===== config.mk =====
export PLATFORM = sky130hd
export DESIGN_NAME = axil_demo_regs
export DESIGN_NICKNAME = d
export VERILOG_FILES = /design/src/rtl/axil_demo_regs_pkg.sv /design/src/rtl/axil_demo_regs_regfile.sv /design/src/rtl/axil_demo_regs.sv
export SDC_FILE = /design/constraint.sdc
export NUM_CORES = 2
export LEC_CHECK = 0
export CAP_MARGIN = 10
export CORE_ASPECT_RATIO = 1.5
export CORE_MARGIN = 2
export CORE_UTILIZATION = 45
export DETAILED_ROUTE_END_ITERATION = 7
export GPL_ROUTABILITY_DRIVEN = 0
export SKIP_LAST_GASP = 1
export SYNTH_ARGS = -nofsm -noshare
export SYNTH_HDL_FRONTEND = slang
export SYNTH_SLANG_ARGS = --single-unit

===== constraint.sdc =====
create_clock -name S_AXI_ACLK -period 50.3 [get_ports S_AXI_ACLK]
set_clock_uncertainty 0.15 [all_clocks]
set_input_delay 7.545 -clock S_AXI_ACLK [delete_from_list [all_inputs] [get_ports S_AXI_ACLK]]
set_output_delay 7.545 -clock S_AXI_ACLK [all_outputs]
set_load 0.05 [all_outputs]

===== src/rtl/axil_demo_regs_pkg.sv =====
// axil_demo_regs_pkg: shared AXI response codes and register-bank geometry.
package axil_demo_regs_pkg;
    localparam logic [1:0] RESP_OKAY   = 2'b00;
    localparam logic [1:0] RESP_SLVERR = 2'b10;
    localparam int NUM_REGS = 32;
    localparam int ADDR_LSB = 2;
    localparam int IDX_W    = $clog2(NUM_REGS);
endpackage


===== src/rtl/axil_demo_regs_regfile.sv =====
// axil_demo_regfile: 32x32 register array, byte-strobed write port, combinational read.
module axil_demo_regfile
    import axil_demo_regs_pkg::*;
(
    input  logic             clk,
    input  logic             rst,
    input  logic             we,
    input  logic [IDX_W-1:0] widx,
    input  logic [31:0]      wdata,
    input  logic [3:0]       wstrb,
    input  logic [IDX_W-1:0] ridx,
    output logic [31:0]      rdata
);
    logic [31:0] regs_q [NUM_REGS];
    logic [31:0] regs_d [NUM_REGS];
    always_comb begin
        regs_d = regs_q;
        for (int b = 0; b < 4; b++)
            if (we && wstrb[b]) regs_d[widx][8*b +: 8] = wdata[8*b +: 8];
    end
    always_ff @(posedge clk or posedge rst) begin
        if (rst) for (int i = 0; i < NUM_REGS; i++) regs_q[i] <= '0;
        else regs_q <= regs_d;
    end
    // Reads see the pre-edge contents, so a same-edge write is not visible.
    assign rdata = regs_q[ridx];
endmodule


===== src/rtl/axil_demo_regs.sv =====
// axil_demo_regs: AXI4-Lite slave front end for a 32-entry config register bank.
module axil_demo_regs
    import axil_demo_regs_pkg::*;
#(
    parameter int C_S_AXI_DATA_WIDTH = 32,
    parameter int C_S_AXI_ADDR_WIDTH = 7
) (
    input  logic                            S_AXI_ACLK,
    input  logic                            S_AXI_ARESET,
    input  logic [C_S_AXI_ADDR_WIDTH-1:0]   S_AXI_AWADDR,
    input  logic [2:0]                      S_AXI_AWPROT,
    input  logic                            S_AXI_AWVALID,
    output logic                            S_AXI_AWREADY,
    input  logic [C_S_AXI_DATA_WIDTH-1:0]   S_AXI_WDATA,
    input  logic [C_S_AXI_DATA_WIDTH/8-1:0] S_AXI_WSTRB,
    input  logic                            S_AXI_WVALID,
    output logic                            S_AXI_WREADY,
    output logic [1:0]                      S_AXI_BRESP,
    output logic                            S_AXI_BVALID,
    input  logic                            S_AXI_BREADY,
    input  logic [C_S_AXI_ADDR_WIDTH-1:0]   S_AXI_ARADDR,
    input  logic [2:0]                      S_AXI_ARPROT,
    input  logic                            S_AXI_ARVALID,
    output logic                            S_AXI_ARREADY,
    output logic [C_S_AXI_DATA_WIDTH-1:0]   S_AXI_RDATA,
    output logic [1:0]                      S_AXI_RRESP,
    output logic                            S_AXI_RVALID,
    input  logic                            S_AXI_RREADY
);
    logic        awready_q, awready_d, bvalid_q, bvalid_d;
    logic        arready_q, arready_d, rvalid_q, rvalid_d;
    logic [31:0] rdata_q, rdata_d, rf_rdata;
    logic        wr_hs, rd_hs;
    logic        unused_ok;
    always_comb begin
        wr_hs     = awready_q & S_AXI_AWVALID & S_AXI_WVALID;
        rd_hs     = arready_q & S_AXI_ARVALID;
        // Accept only when the response slot is free or draining this edge.
        awready_d = S_AXI_AWVALID & S_AXI_WVALID & ~awready_q & (~bvalid_q | S_AXI_BREADY);
        bvalid_d  = wr_hs ? 1'b1 : (S_AXI_BREADY ? 1'b0 : bvalid_q);
        arready_d = S_AXI_ARVALID & ~arready_q & (~rvalid_q | S_AXI_RREADY);
        rvalid_d  = rd_hs ? 1'b1 : (S_AXI_RREADY ? 1'b0 : rvalid_q);
        rdata_d   = rd_hs ? rf_rdata : rdata_q;
    end
    always_ff @(posedge S_AXI_ACLK or posedge S_AXI_ARESET) begin
        if (S_AXI_ARESET) begin
            awready_q <= 1'b0;
            bvalid_q  <= 1'b0;
            arready_q <= 1'b0;
            rvalid_q  <= 1'b0;
            rdata_q   <= '0;
        end else begin
            awready_q <= awready_d;
            bvalid_q  <= bvalid_d;
            arready_q <= arready_d;
            rvalid_q  <= rvalid_d;
            rdata_q   <= rdata_d;
        end
    end
    axil_demo_regfile u_regfile (
        .clk   (S_AXI_ACLK),
        .rst   (S_AXI_ARESET),
        .we    (wr_hs),
        .widx  (S_AXI_AWADDR[ADDR_LSB +: IDX_W]),
        .wdata (S_AXI_WDATA),
        .wstrb (S_AXI_WSTRB),
        .ridx  (S_AXI_ARADDR[ADDR_LSB +: IDX_W]),
        .rdata (rf_rdata)
    );
    assign S_AXI_AWREADY = awready_q;
    assign S_AXI_WREADY  = awready_q;
    assign S_AXI_BVALID  = bvalid_q;
    assign S_AXI_BRESP   = RESP_OKAY;
    assign S_AXI_ARREADY = arready_q;
    assign S_AXI_RVALID  = rvalid_q;
    assign S_AXI_RDATA   = rdata_q;
    assign S_AXI_RRESP   = RESP_OKAY;
    assign unused_ok = ^{S_AXI_AWPROT, S_AXI_ARPROT, S_AXI_AWADDR[ADDR_LSB-1:0], S_AXI_ARADDR[ADDR_LSB-1:0]};
endmodule


==> metrics <==
drt first-iter violations 1808; clk sinks 1060; die footprint 0.1111 mm^2; worst-margin pin slew 1.300 ns; worst reg2reg path depth 4; CTS buffer count 101; CP cell instances clkdlybuf4s50_1 -> inv_8 -> buf_4 -> buf_4 -> buf_4 -> buf_4; Initial Utilization 0.4520; CTS tree yes; PD cells 34.43 mW/mm^2; CTS-repair resized insts 0; most common cell after layout, fill and taps aside dfrtp_1; GRT overflow 0; fmax 0.08654 GHz; CTS Root Cell clkbuf_16; hold path depth 1; total power 1.868 mW; Worst-path clk slew 0.06 ns; initial antenna violation count 6; internal power 1.411 mW; kind of critical path input pin to async pin; Hold Path Class register to register; CP peak stage delay 0.87 ns; area grow syn2layout 11.18%; Logic pwr share 0.095; commonest non-fill, non-tap cells in the layout 1060 x dfrtp_1, 982 x mux2_2, 512 x mux2i_1; # setup viols final 0; Nets 3518; first-pass iteration count of the detailed router 5; Worst Setup Start Kind input pin; Sw Pwr 457.5 uW; cell count after synthesis 3471; DR vias 29.12k; worst vdd ir 22.84 uV; clk_lat worst skew 0.70 ns; Tmin final 11.56 ns; most frequent CP cell buf_4; Max-slew headroom 0.1307; core area 0.1080 mm^2; cell area after synthesis 0.04880 mm^2; CP Max Fanout 103; # Max-Cap Violations 0; Ys Warns 0; Clock Power Share 0.427; Final period util 0.2297; critical path depth 6; Seq/Total Area, Yosys 0.5436; H-tree Lvls 3; Vias/cell 5.868; Critical Path End Type async pin; CP max stage cell buf_4; switching fraction of total power 0.2449; Die H 407.3 um; status completed; Routed WL 128800 um; vias in the first global route 31.51k; data required time of the worst path 50.84 ns; CP delay by family, top buffers and inverters; LEAKAGE 26.75 nW; Max Transition Viols Final 0; DR WL/cell 25.95 um; Placement Rows 148; global-route wire length before repair 195300 um; synthesized area per cell 14.06 um^2; fill cell count 9096; largest net degree at the start of global routing 167; post-route setup TNS 0 ns; Longest Clk Path Bufs 3; Arr. time, crit path 12.09 ns; Cell variety after synth 39; GRT Util Overall 0.2312; Port Buffer Count 89; RSZ-0062 raised after global routing false; DRC viols 0; ratio of cells with drive above 1 in the final layout 0.3749; IO Pins 104; hold_buf cts 0; critical path buffer and inverter count 6; Post-CTS Setup Inserts 0; sequential share of power 0.478; synthesized flop and latch total 1060; Horiz. Die Dim 272.9 um; Detail Route Antenna Nets 0; Final Util 0.5025; Post-DP HPWL 80260 um; Fin. Hold Viols 0
worst register-to-register path, cell delays in order (launching register included):
cell	delay, ns
dfrtp_1	0.39
and3_1	0.55
nand2_1	0.88
nor2_2	0.87
mux2_2	0.42
sequential cells by signal (all words and copies together) (netlist names):
signal,cells
u_regfile.regs_q,1024
S_AXI_BVALID,1
S_AXI_RDATA,32
S_AXI_RVALID,1
S_AXI_AWREADY,1
S_AXI_ARREADY,1
cell type report:
cell class,instances,area (um^2),share of cell area
antenna,3,7.507,0.0001384
clock buffer,150,3015,0.05558
clock inverter,32,460.4,0.008487
inverter,2,15.01,0.0002768
multi-input combinational,2157,21090,0.3888
sequential,1060,26530,0.4889
tap,1425,1783,0.03286
timing repair buffer,133,1354,0.02495
path summary, 6_finish.rpt:
kind,start,endpoint,slack [ns]
worst max register to register,S_AXI_AWREADY,u_regfile.regs_q[62],46.92
worst max-delay path,S_AXI_ARESET,u_regfile.regs_q[309],38.74
worst min-delay path,u_regfile.regs_q[789],u_regfile.regs_q[789],0.34
worst min register to register,u_regfile.regs_q[789],u_regfile.regs_q[789],0.34
min in group asynchronous,S_AXI_ARESET,u_regfile.regs_q[132],7.20
max in group S_AXI_ACLK,S_AXI_ARADDR[2],S_AXI_RDATA[1],38.76
logic make-up after synthesis:
logic type / count (synthesis) / share of synthesized area
muxes: 1536 / 0.3413
and+or+nand+nor: 233 / 0.02474
other: 1 / 0.00007685
DFF: 1060 / 0.5436
buffers and inverters: 257 / 0.02523
AOI/OAI and AO/OA: 384 / 0.06503
synthesized netlist by cell type, drive strengths merged:
| library cell | instances | share of area |
|---|---|---|
| dfrtp | 1060 | 0.54 |
| or2 | 2 | 0.00026 |
| conb | 1 | 0.000077 |
| or3 | 1 | 0.00013 |
| nand3 | 1 | 0.00010 |
| a221oi | 64 | 0.013 |
| nor2 | 92 | 0.012 |
| nor2b | 6 | 0.00077 |
| and3b | 2 | 0.00036 |
| mux2 | 1024 | 0.24 |
| a22o | 64 | 0.011 |
| a22oi | 128 | 0.020 |
| and2 | 6 | 0.00077 |
| clkbuf | 156 | 0.012 |
| mux2i | 512 | 0.11 |
| nand3b | 1 | 0.00015 |
| buf | 99 | 0.013 |
| nand2b | 6 | 0.00077 |
| o22ai | 32 | 0.0041 |
| or3b | 2 | 0.00036 |
| nor3 | 5 | 0.00072 |
| a21oi | 64 | 0.0066 |
| nand2 | 106 | 0.0084 |
| nor3b | 1 | 0.00015 |
| and3 | 2 | 0.00026 |
| o41ai | 32 | 0.011 |
| inv | 2 | 0.00015 |
through the flow:
| stage | instances | hold WS [ns] | setup slack (ns) | area [um^2] |
|---|---|---|---|---|
| 3_3_place_gp | 4770 | 0.3154 | 38.15 | 50640 |
| 5_1_grt | 4962 | 0.3502 | 38.04 | 54250 |
| 3_5_place_dp | 4770 | 0.3247 | 37.89 | 50640 |
| 6_report | 4962 | 0.3377 | 38.74 | 54250 |
| 4_1_cts | 4952 | 0.3377 | 38.61 | 54110 |
| 2_1_floorplan | 3474 | 0.3078 | 12.77 | 48810 |
metal layers:
| metal | GRT usage | up-vias | part of all wire |
|---|---|---|---|
| met5 | 0.007895 | - | 0.0012 |
| met4 | 0.08848 | 6 | 0.034 |
| met3 | 0.02973 | 221 | 0.038 |
| met2 | 0.4127 | 595 | 0.52 |
| met1 | 0.2817 | 15550 | 0.40 |
| li1 | - | 12743 | - |
power by group through the flow:
stage,Clock (mW),Combinational [mW],Sequential (mW)
after floorplan,0,0.0993,0.929
after global placement,0,0.174,0.907
after detailed placement,0,0.178,0.909
after CTS,0.815,0.179,0.893
after global routing,0.849,0.190,0.895
final,0.797,0.178,0.893
Power figures use the tool's default switching activity.
